--- src/rtl/fpu_32_pkg.sv ---
// ---------------------------------------------------------------------------
// fpu_32_pkg
// Shared definitions for the FPU issue queue: opcode encodings, the issue
// FSM state type, a few IEEE-754 single-precision constants and a helper
// that tells whether an opcode produces meaningful overflow/underflow flags.
// ---------------------------------------------------------------------------
package fpu_32_pkg;

    // FPU opcode encodings (3'd6 is also treated as NOP by the FPU).
    localparam logic [2:0] OP_ADD     = 3'd0;
    localparam logic [2:0] OP_SUB     = 3'd1;
    localparam logic [2:0] OP_MUL     = 3'd2;
    localparam logic [2:0] OP_DIV     = 3'd3;
    localparam logic [2:0] OP_RECIP_A = 3'd4;
    localparam logic [2:0] OP_RECIP_B = 3'd5;
    localparam logic [2:0] OP_NOP     = 3'd7;

    // Issue FSM: IDLE -> DRIVE -> CAPT -> HOLD -> (DRIVE | IDLE).
    typedef enum logic [1:0] {
        ST_IDLE  = 2'd0,
        ST_DRIVE = 2'd1,
        ST_CAPT  = 2'd2,
        ST_HOLD  = 2'd3
    } state_e;

    // IEEE-754 single-precision constants.
    localparam logic [31:0] FP_ONE     = 32'h3F80_0000;
    localparam logic [31:0] FP_POS_INF = 32'h7F80_0000;
    localparam logic [31:0] FP_ZERO    = 32'h0000_0000;

    // The FPU only refreshes its flags for the arithmetic ops 000..011;
    // for RECIP and NOP its flag outputs are stale and must be ignored.
    function automatic logic op_has_flags(input logic [2:0] op);
        return (op <= OP_DIV);
    endfunction

endpackage

--- src/rtl/fpu_32_sync_fifo.sv ---
// ---------------------------------------------------------------------------
// fpu_32_sync_fifo
// Single-clock FIFO, W bits wide and DEPTH entries deep (DEPTH a power of 2).
// The head entry is presented combinationally on rdata_o whenever non-empty.
// Ports:
//   clk, rst        clock, asynchronous active-high reset
//   push_i, wdata_i write request and data (ignored when full)
//   pop_i           remove head entry (ignored when empty)
//   rdata_o         head entry
//   full_o, empty_o occupancy flags
//   count_o         number of stored entries (0..DEPTH)
// ---------------------------------------------------------------------------
module fpu_32_sync_fifo #(
    parameter int W     = 8,
    parameter int DEPTH = 4
) (
    input  logic                       clk,
    input  logic                       rst,
    input  logic                       push_i,
    input  logic [W-1:0]               wdata_i,
    input  logic                       pop_i,
    output logic [W-1:0]               rdata_o,
    output logic                       full_o,
    output logic                       empty_o,
    output logic [$clog2(DEPTH):0]     count_o
);

    localparam int AW = $clog2(DEPTH);
    localparam int CW = AW + 1;

    logic [W-1:0]  mem_q [DEPTH];
    logic [AW-1:0] wr_ptr_q, rd_ptr_q;
    logic [CW-1:0] count_q, count_d;
    logic          do_push, do_pop;

    assign full_o  = (count_q == CW'(DEPTH));
    assign empty_o = (count_q == '0);
    assign count_o = count_q;
    assign rdata_o = mem_q[rd_ptr_q];

    assign do_push = push_i && !full_o;
    assign do_pop  = pop_i  && !empty_o;

    // NOTE: every variable written here gets a default first so no latch is
    // inferred on the paths where no case arm assigns it.
    always_comb begin
        count_d = count_q;
        case ({do_push, do_pop})
            2'b10:   count_d = count_q + 1'b1;
            2'b01:   count_d = count_q - 1'b1;
            default: count_d = count_q;
        endcase
    end

    // NOTE: sequential state uses non-blocking assignments so every register
    // in the design samples pre-edge values, independent of block ordering.
    // Pointers wrap naturally because DEPTH is a power of 2.
    always_ff @(posedge clk or posedge rst) begin
        if (rst) begin
            wr_ptr_q <= '0;
            rd_ptr_q <= '0;
            count_q  <= '0;
        end else begin
            if (do_push) wr_ptr_q <= wr_ptr_q + 1'b1;
            if (do_pop)  rd_ptr_q <= rd_ptr_q + 1'b1;
            count_q <= count_d;
        end
    end

    // NOTE: the storage array is deliberately not reset; an entry is only
    // ever read after it has been written, and a reset-free array maps onto
    // plain RAM/flop arrays without a reset fan-out.
    always_ff @(posedge clk) begin
        if (do_push) mem_q[wr_ptr_q] <= wdata_i;
    end

endmodule

--- src/rtl/fpu_32_issue_queue.sv ---
// ---------------------------------------------------------------------------
// fpu_32_issue_queue
// Command stage in front of the registered 32-bit FPU. Requests
// {opcode, A, B, tag} are queued in a DEPTH-entry FIFO, issued one at a time
// on registered fpu_* outputs, and the FPU result (one edge of latency) is
// captured with its tag into an output register held under backpressure.
// Ports:
//   clk, rst                          clock, asynchronous active-high reset
//   in_valid/in_ready                 request handshake (in_ready = !full)
//   in_opcode, in_a, in_b, in_tag     request payload
//   fpu_opcode, fpu_a, fpu_b          registered operands to the FPU
//   fpu_result, fpu_overflow/underflow  FPU response
//   out_valid/out_ready               result handshake
//   out_result, out_overflow/underflow, out_tag  captured result (flags
//                                     masked to 0 for RECIP/NOP)
//   busy                              queue non-empty or an op in flight
// Optional (macro FPU_ISSUE_STICKY_EN):
//   sticky_clr                        clears sticky flags (a set wins)
//   sticky_overflow/underflow         accumulated masked flags
// ---------------------------------------------------------------------------
module fpu_32_issue_queue
    import fpu_32_pkg::*;
#(
    parameter int WIDTH = 32,
    parameter int DEPTH = 4,
    parameter int TAG_W = 4
) (
    input  logic             clk,
    input  logic             rst,
    input  logic             in_valid,
    output logic             in_ready,
    input  logic [2:0]       in_opcode,
    input  logic [WIDTH-1:0] in_a,
    input  logic [WIDTH-1:0] in_b,
    input  logic [TAG_W-1:0] in_tag,
    output logic [2:0]       fpu_opcode,
    output logic [WIDTH-1:0] fpu_a,
    output logic [WIDTH-1:0] fpu_b,
    input  logic [WIDTH-1:0] fpu_result,
    input  logic             fpu_overflow,
    input  logic             fpu_underflow,
    output logic             out_valid,
    input  logic             out_ready,
    output logic [WIDTH-1:0] out_result,
    output logic             out_overflow,
    output logic             out_underflow,
    output logic [TAG_W-1:0] out_tag,
    output logic             busy
`ifdef FPU_ISSUE_STICKY_EN
    ,
    input  logic             sticky_clr,
    output logic             sticky_overflow,
    output logic             sticky_underflow
`endif
);

    localparam int PW = 3 + 2 * WIDTH + TAG_W;
    localparam int CW = $clog2(DEPTH) + 1;

    state_e           state_q, state_d;

    logic             fifo_push, fifo_pop, fifo_full, fifo_empty;
    logic [PW-1:0]    fifo_wdata, fifo_rdata;
    logic [CW-1:0]    fifo_count;

    logic [2:0]       opcode_q;
    logic [WIDTH-1:0] a_q, b_q;
    logic [TAG_W-1:0] tag_q;

    logic             out_valid_q;
    logic [WIDTH-1:0] out_result_q;
    logic             out_ovf_q, out_unf_q;
    logic [TAG_W-1:0] out_tag_q;

    logic             ovf_masked, unf_masked;

    // in_ready depends only on the FIFO being full, never on a same-cycle pop.
    assign in_ready   = !fifo_full;
    assign fifo_push  = in_valid && !fifo_full;
    assign fifo_wdata = {in_opcode, in_a, in_b, in_tag};

    fpu_32_sync_fifo #(
        .W     (PW),
        .DEPTH (DEPTH)
    ) u_fifo (
        .clk     (clk),
        .rst     (rst),
        .push_i  (fifo_push),
        .wdata_i (fifo_wdata),
        .pop_i   (fifo_pop),
        .rdata_o (fifo_rdata),
        .full_o  (fifo_full),
        .empty_o (fifo_empty),
        .count_o (fifo_count)
    );

    // Next-state logic; the pop strobe is issued from IDLE, or from HOLD in
    // the same edge the current result is accepted, to keep 3 cycles per op.
    always_comb begin
        state_d  = state_q;
        fifo_pop = 1'b0;
        case (state_q)
            ST_IDLE: begin
                if (!fifo_empty) begin
                    fifo_pop = 1'b1;
                    state_d  = ST_DRIVE;
                end
            end
            ST_DRIVE: state_d = ST_CAPT;
            ST_CAPT:  state_d = ST_HOLD;
            ST_HOLD: begin
                if (out_ready) begin
                    if (!fifo_empty) begin
                        fifo_pop = 1'b1;
                        state_d  = ST_DRIVE;
                    end else begin
                        state_d  = ST_IDLE;
                    end
                end
            end
            default: state_d = ST_IDLE;
        endcase
    end

    always_ff @(posedge clk or posedge rst) begin
        if (rst) state_q <= ST_IDLE;
        else     state_q <= state_d;
    end

    // Operand registers: loaded only on a pop, so they stay stable for the
    // whole DRIVE/CAPT/HOLD window of the op they belong to.
    always_ff @(posedge clk or posedge rst) begin
        if (rst) begin
            opcode_q <= OP_NOP;
            a_q      <= '0;
            b_q      <= '0;
            tag_q    <= '0;
        end else if (fifo_pop) begin
            {opcode_q, a_q, b_q, tag_q} <= fifo_rdata;
        end
    end

    assign ovf_masked = op_has_flags(opcode_q) && fpu_overflow;
    assign unf_masked = op_has_flags(opcode_q) && fpu_underflow;

    // Result register: captured in CAPT, frozen in HOLD until accepted.
    always_ff @(posedge clk or posedge rst) begin
        if (rst) begin
            out_valid_q  <= 1'b0;
            out_result_q <= '0;
            out_ovf_q    <= 1'b0;
            out_unf_q    <= 1'b0;
            out_tag_q    <= '0;
        end else if (state_q == ST_CAPT) begin
            out_valid_q  <= 1'b1;
            out_result_q <= fpu_result;
            out_ovf_q    <= ovf_masked;
            out_unf_q    <= unf_masked;
            out_tag_q    <= tag_q;
        end else if ((state_q == ST_HOLD) && out_ready) begin
            out_valid_q  <= 1'b0;
        end
    end

`ifdef FPU_ISSUE_STICKY_EN
    logic sticky_ovf_q, sticky_unf_q;
    logic capt;

    assign capt = (state_q == ST_CAPT);

    // Clear is applied first and the set term OR'd after it, so a capture
    // in the same cycle as sticky_clr leaves the bit set.
    always_ff @(posedge clk or posedge rst) begin
        if (rst) begin
            sticky_ovf_q <= 1'b0;
            sticky_unf_q <= 1'b0;
        end else begin
            sticky_ovf_q <= (sticky_ovf_q && !sticky_clr) || (capt && ovf_masked);
            sticky_unf_q <= (sticky_unf_q && !sticky_clr) || (capt && unf_masked);
        end
    end

    assign sticky_overflow  = sticky_ovf_q;
    assign sticky_underflow = sticky_unf_q;
`endif

    assign fpu_opcode    = opcode_q;
    assign fpu_a         = a_q;
    assign fpu_b         = b_q;
    assign out_valid     = out_valid_q;
    assign out_result    = out_result_q;
    assign out_overflow  = out_ovf_q;
    assign out_underflow = out_unf_q;
    assign out_tag       = out_tag_q;
    assign busy          = (fifo_count != '0) || (state_q != ST_IDLE);

endmodule

--- config.mk ---
export PLATFORM = sky130hd
export DESIGN_NAME = fpu_32_issue_queue
export DESIGN_NICKNAME = d
export VERILOG_FILES = /design/src/rtl/fpu_32_pkg.sv /design/src/rtl/fpu_32_sync_fifo.sv /design/src/rtl/fpu_32_issue_queue.sv
export SDC_FILE = /design/constraint.sdc
export NUM_CORES = 1
export LEC_CHECK = 0
export BUFFER_PORTS_ARGS = -buffer_cell sky130_fd_sc_hd__buf_2
export CAP_MARGIN = 20
export CORE_UTILIZATION = 50
export CTS_CLUSTER_SIZE = 25
export DETAILED_ROUTE_END_ITERATION = 8
export PLACE_DENSITY = 0.73
export SYNTH_ARGS = -nofsm -noshare
export SYNTH_HDL_FRONTEND = slang
export SYNTH_SLANG_ARGS = --single-unit
--- constraint.sdc ---
create_clock -name clk -period 4.3 [get_ports clk]
set_input_delay 1.075 -clock clk [delete_from_list [all_inputs] [get_ports clk]]
set_output_delay 1.075 -clock clk [all_outputs]
set_load 0.005 [all_outputs]
* Word-level counts from Yosys, hierarchy flattened *
Memory sizes are Yosys's and may differ from the RTL's. A register that Yosys moved wholly into a read port is not among the register bits.
Index checks and enable logic that the tools add are counted.

operators by class
  $add $sub $neg = 4
  $mul = 0
  divide/modulo/power cells = 0
  $lt $le $gt $ge = 1
  equal/unequal tests = 8
  shift operators = 0
  muxes and demuxes = 12
  bitwise gates (word level) = 0
  reductions and logical operators = 16

operators by type and width
  operator                                                         number
  case mux 2 bit (4 select lines)                                  1
  2-to-1 mux 1 bit                                                 7
  == test 2 bit (second input constant)                            3
  logical AND 1 bit                                                6
  case mux 3 bit (2 select lines)                                  1
  nonzero test 2 bit                                               3
  adder 2 x 1 -> 2 bit (second input constant)                     2
  == test 2 x 1 -> 1 bit (second input constant)                   2
  2-to-1 mux 2 bit                                                 2
  != test 2 bit (second input constant)                            2
  adder 3 x 1 -> 3 bit (second input constant)                     1
  == test 3 bit (second input constant)                            1
  less-or-equal comparator 3 x 2 -> 1 bit (second input constant)  1
  zero test 3 bit                                                  1
  nonzero test 3 bit                                               1
  subtractor 3 x 1 -> 3 bit (second input constant)                1
  zero test 1 bit                                                  2
  zero test 2 bit                                                  1
  case mux 1 bit (2 select lines)                                  1
  AND reduction 2 bit                                              1
  logical OR 1 bit                                                 1

word-level totals
  register bits = 48
  bits in latches = 0
  RAM bits = 284
  memory bits (read-only) = 0
  input port bits = 109
  output and inout port bits = 108
  logic and storage cells = 51
  memories kept = 1

memories
  memory        words  width  read ports  clocked after Yosys merged registers in  wr ports  RTL line                text
  u_fifo.mem_q  4      71     1           1                                        1         fpu_32_sync_fifo.sv:31  logic [W-1:0] mem_q [DEPTH];

* Logic depth before layout (Yosys ltp) *
  depth in word-level cells = 7
  mapped depth = 12
  depth with buffers taken out = 10

* Modules after synthesis *
A second synthesis with hierarchy kept.

second synthesis, totals
  cells, all modules = 668
  area total of the unflattened synthesis = 15056.9 um2

by module, submodules not included
  module              times used  cells each  area each (um2)  sequential area each (um2)
  fpu_32_sync_fifo    1           409         10747.8          8703.3
  fpu_32_issue_queue  1           259         4309.1           2806.4

* Least setup slack after synthesis *
Ideal clock, no wire load.

  kind = in2reg
  start = in in_valid
  end = mem u_fifo.mem_q[0][0] (netlist bit), enable pin
  setup time = 0.437 ns
  data arrival time = 2.787 ns
  data required time = 3.863 ns
  setup slack = 1.076 ns
  stages = 1
  cell sequence = and3_1

between the ends
  longest elaborated chain between the ends = 4

RTL lines
  what                                    RTL line                  text
  start: declaration                      fpu_32_issue_queue.sv:30  input logic in_valid,
  logical AND 1 bit                       fpu_32_issue_queue.sv:79  assign fifo_push = in_valid && !fifo_full;
  logical AND 1 bit                       fpu_32_sync_fifo.sv:41    assign do_push = push_i && !full_o;
  2-to-1 mux 1 bit                        fpu_32_sync_fifo.sv:74    if (do_push) mem_q[wr_ptr_q] <= wdata_i;
  2-to-1 mux 1 bit (not written as such)  fpu_32_sync_fifo.sv:74
  end: declaration                        fpu_32_sync_fifo.sv:31

Every way passes these cells.

* Worst setup path in the final report *
  start = reg state_q[0]
  end = out busy

between the ends
  longest elaborated chain between the ends = 2

RTL lines
  what                      RTL line                   text
  start: declaration        fpu_32_issue_queue.sv:60   state_e state_q, state_d;
  start signal: assignment  fpu_32_issue_queue.sv:127  else state_q <= state_d;
  nonzero test 2 bit        fpu_32_issue_queue.sv:195  assign busy = (fifo_count != '0) || (state_q != ST_IDLE);
  logical OR 1 bit          fpu_32_issue_queue.sv:195
  end: declaration          fpu_32_issue_queue.sv:48   output logic busy

Every way passes these cells.

==> results.md <==
- Detailed Routing Iterations Pass 1: 4
- Unrepaired setup endpoints after global routing: false
- Setup Crit Path Kind: flip-flop to primary output
- Clock slew at reported path FFs: 60 ps
- R2R depth: 3
- Total track usage: 18.5%
- #FFs+latches synth: 403
- CTS tree: built
- Library cells used by synthesis: 36
- Largest net degree at the start of global routing: 80
- Die W: 176 microns
- Starting Density: 51.1%
- Row count: 63
- PortBufs: 216
- Max Cap Viol: 0
- CP Capture Type: primary output
- # setup viols final: 0
- Clk sinks: 403
- Fraction of layout cells with a size suffix above 1: 50.4%
- Skew-Pair Late Insertion Delay: 520 ps
- Syn Nets: 786
- R2r setup slk: 1970 ps
- Total design power: 13.1 mW
- Post-synthesis cell area: 0.0152 sq mm
- CP required: 3220 ps
- Post-route setup TNS: 0 ps
- H-tree depth: 2
- DR WL/cell: 20.9 microns
- NumNets Final: 1,030
- DRT iter0 DRCs: 431
- Pwr Density: 734 mW/mm^2
- Worst setup path endpoint: busy
- Synth-to-layout area growth: 18.0%
- Critical Path Source: state_q[0]$_DFFE_PP0P_
- Outcome: finished, final reports clean
- Leakage power: 6.79 nW
- Synthesized area per cell: 22.8 sq um
- Sequential area share after synthesis: 75.8%
- Synth Warn #: 0
- Routed via count: 7,106
- Rel. slew slack: 36.9%
- Worst Skew: 19.6 ps
- Worst path cell trace: inv_1 -> ha_1 -> or4b_4 -> buf_2
- Design area: 0.0179 sq mm
- # fillers: 2,155
- Total core area: 0.0297 sq mm
- First-pass GRT wire length: 43,000 microns
- Total CTS buffers: 41
- Crit-path max FO: 4
- Max rail drop VDD: 0.485 mV
- Die ar.: 0.0311 sq mm
- Max Slew Vio Count: 0
- Period utilisation layout: 68.3%
- Worst-margin pin slew: 946 ps
- GPL Wtd Cong: 0.710
- Drt total wl: 27,800 microns
- Routed Antenna Nets: 0
- Type of the worst min-delay path: flip-flop to flip-flop
- Max Freq: 340 MHz
- Total of cells resized after clock tree synthesis: 0
- Root Buffer: clkbuf_16
- FF+latch area: 0.0115 sq mm
- Detail Placement HPWL: 16,800 microns
- Hold Vio Cnt, Final: 0
- RR Startpoint: u_fifo.rd_ptr_q[0]$_DFFE_PP0P_
- Critical path arrival: 1860 ps
- Postcts setup bufs: 0
- Largest stage delay, worst path: 480 ps
- IO Pins: 217
- CTS max path bufs: 3
- Placed cells: 1,258
- Tmin final: 2940 ps
- CP max stage cell: or4b_4
- Initial antenna violation count: 6
- Via density per instance: 5.33
- Placed cell areas: 0.0167 sq mm
- Layout Utilization: 60.2%
- Worst setup SP type: flip-flop
- Vias in the first global route: 7,511
- Area taken by multi-input logic gates: 0.00342 sq mm
- Die span in y: 176 microns
- Syn Inst Count: 667
- Worst reg2reg path endpoint: fpu_a[25]$_DFFE_PP0N_
- Finished Layout Cells: 1,333
- Remaining global-route overflow: 0
- CTS Hold Bufs: 0
- DRC viols: 0
[flip-flops by register name, indices dropped and copies added, names as in the netlist, 3 cells and up]
name and cells:
fpu_a 32, fpu_b 32, fpu_opcode 3, out_result 32
out_tag 4, tag_q 4, u_fifo.count_o 3, u_fifo.mem_q 284
[how the worst min path moves through the flow]
| stage | startpoint | end | slack (ps) | depth (start not counted) |
|---|---|---|---|---|
| 2_1_floorplan | out_valid$_DFFE_PP0P_ | out_valid$_DFFE_PP0P_ | 470 | 1 |
| 3_3_place_gp | out_valid$_DFFE_PP0P_ | out_valid$_DFFE_PP0P_ | 460 | 1 |
| 6_report | out_valid$_DFFE_PP0P_ | out_valid$_DFFE_PP0P_ | 480 | 1 |
| 5_1_grt | out_valid$_DFFE_PP0P_ | out_valid$_DFFE_PP0P_ | 500 | 1 |
| 3_5_place_dp | out_valid$_DFFE_PP0P_ | out_valid$_DFFE_PP0P_ | 470 | 1 |
| 4_1_cts | out_valid$_DFFE_PP0P_ | out_valid$_DFFE_PP0P_ | 480 | 1 |
[synthesized netlist by cell type]
cell type  count  share of area, %
and3_1         4              0.16
xnor2_1        2              0.12
o21ai_0        4              0.13
nor4b_1        1             0.058
nor3_2         1             0.066
a41oi_1        1             0.058
buf_6         15               1.1
a31oi_1        1             0.041
or2_2          1             0.041
nor3_1         1             0.033
nor2b_1        1             0.041
mux2_2        54               4.0
xor2_1         4              0.23
or4b_4         1             0.091
inv_1         12              0.30
nand3_1        1             0.033
buf_1          3             0.074
nand2_1        4             0.099
clkbuf_1       8              0.20
mux2_4        54               5.3
and2_4         1             0.058
mux4_1         3              0.52
or3b_4         1             0.074
ha_1           9              0.74
nor2_1         1             0.025
edfxtp_1     284                56
dfrtp_1      116                19
a21oi_1        1             0.033
and2_1         1             0.041
buf_4          1             0.049
mux4_2        68                10
nand2b_1       2             0.082
dfstp_2        3              0.52
fa_1           1              0.13
buf_2          1             0.033
a21o_1         1             0.049
[power breakdown]
group | switching, mW | internal, mW | leakage [nW]
Sequential | 0.698 | 5.39 | 4.00
Combinational | 1.58 | 2.27 | 2.20
Clock | 1.38 | 1.83 | 0.593
[layer usage]
layer	vias to the layer above	track usage [%]	part of all wire (%)
li1	3146	-	-
met1	3649	24.9	42
met2	261	30.1	47
met3	42	5.40	8.6
met4	8	4.09	1.4
met5	-	0	0.14
[worst max-delay path, delay by kind of cell, from the launching register on]
family	cells	cell delay, ps
buf+inv	2	280
flops	1	410
simple gates	1	480
fa+ha+maj	1	170
[cell usage in the layout (no fill, tap or decap), types with 2 or more instances in the layout]
cell	n
edfxtp_1	284
clkbuf_16	41
nand2b_1	2
clkbuf_1	17
nor3_2	2
mux2_4	54
xnor2_1	2
buf_2	216
dfrtp_1	114
inv_1	11
mux2_2	54
dfrtp_4	2
buf_12	3
mux4_2	68
clkinv_2	6
inv_6	3
clkbuf_8	3
clkinv_1	3
and3_4	4
ha_1	9
o21ai_0	4
mux4_1	3
buf_4	10
xor2_1	4
dfstp_2	3
nand2_1	4
[area by class of cell]
class | count | share of cell area (%)
Sequential cell | 403 | 64.3
Multi-Input combinational cell | 224 | 19.1
Timing Repair Buffer | 229 | 6.79
Clock buffer | 61 | 6.32
Tap cell | 390 | 2.73
Clock inverter | 13 | 0.412
Inverter | 12 | 0.280
Antenna cell | 1 | 0.0140
[cell families after synthesis]
group                    synth area share [%]
flip-flops                               75.8
adder cells (fa/ha/maj)                 0.874
AND/OR/NAND/NOR                         0.907
multiplexers                             20.0
AO/OA/AOI/OAI                           0.313
XOR/XNOR                                0.346
buffers and inverters                    1.76
[metrics by stage]
stage	hold slack [ps]	setup slack, ps
5_1_grt	497	1270
6_report	482	1360
3_5_place_dp	466	1560
2_1_floorplan	474	72.5
3_3_place_gp	457	1610
4_1_cts	479	1320
(Power assumes the default switching activity.)
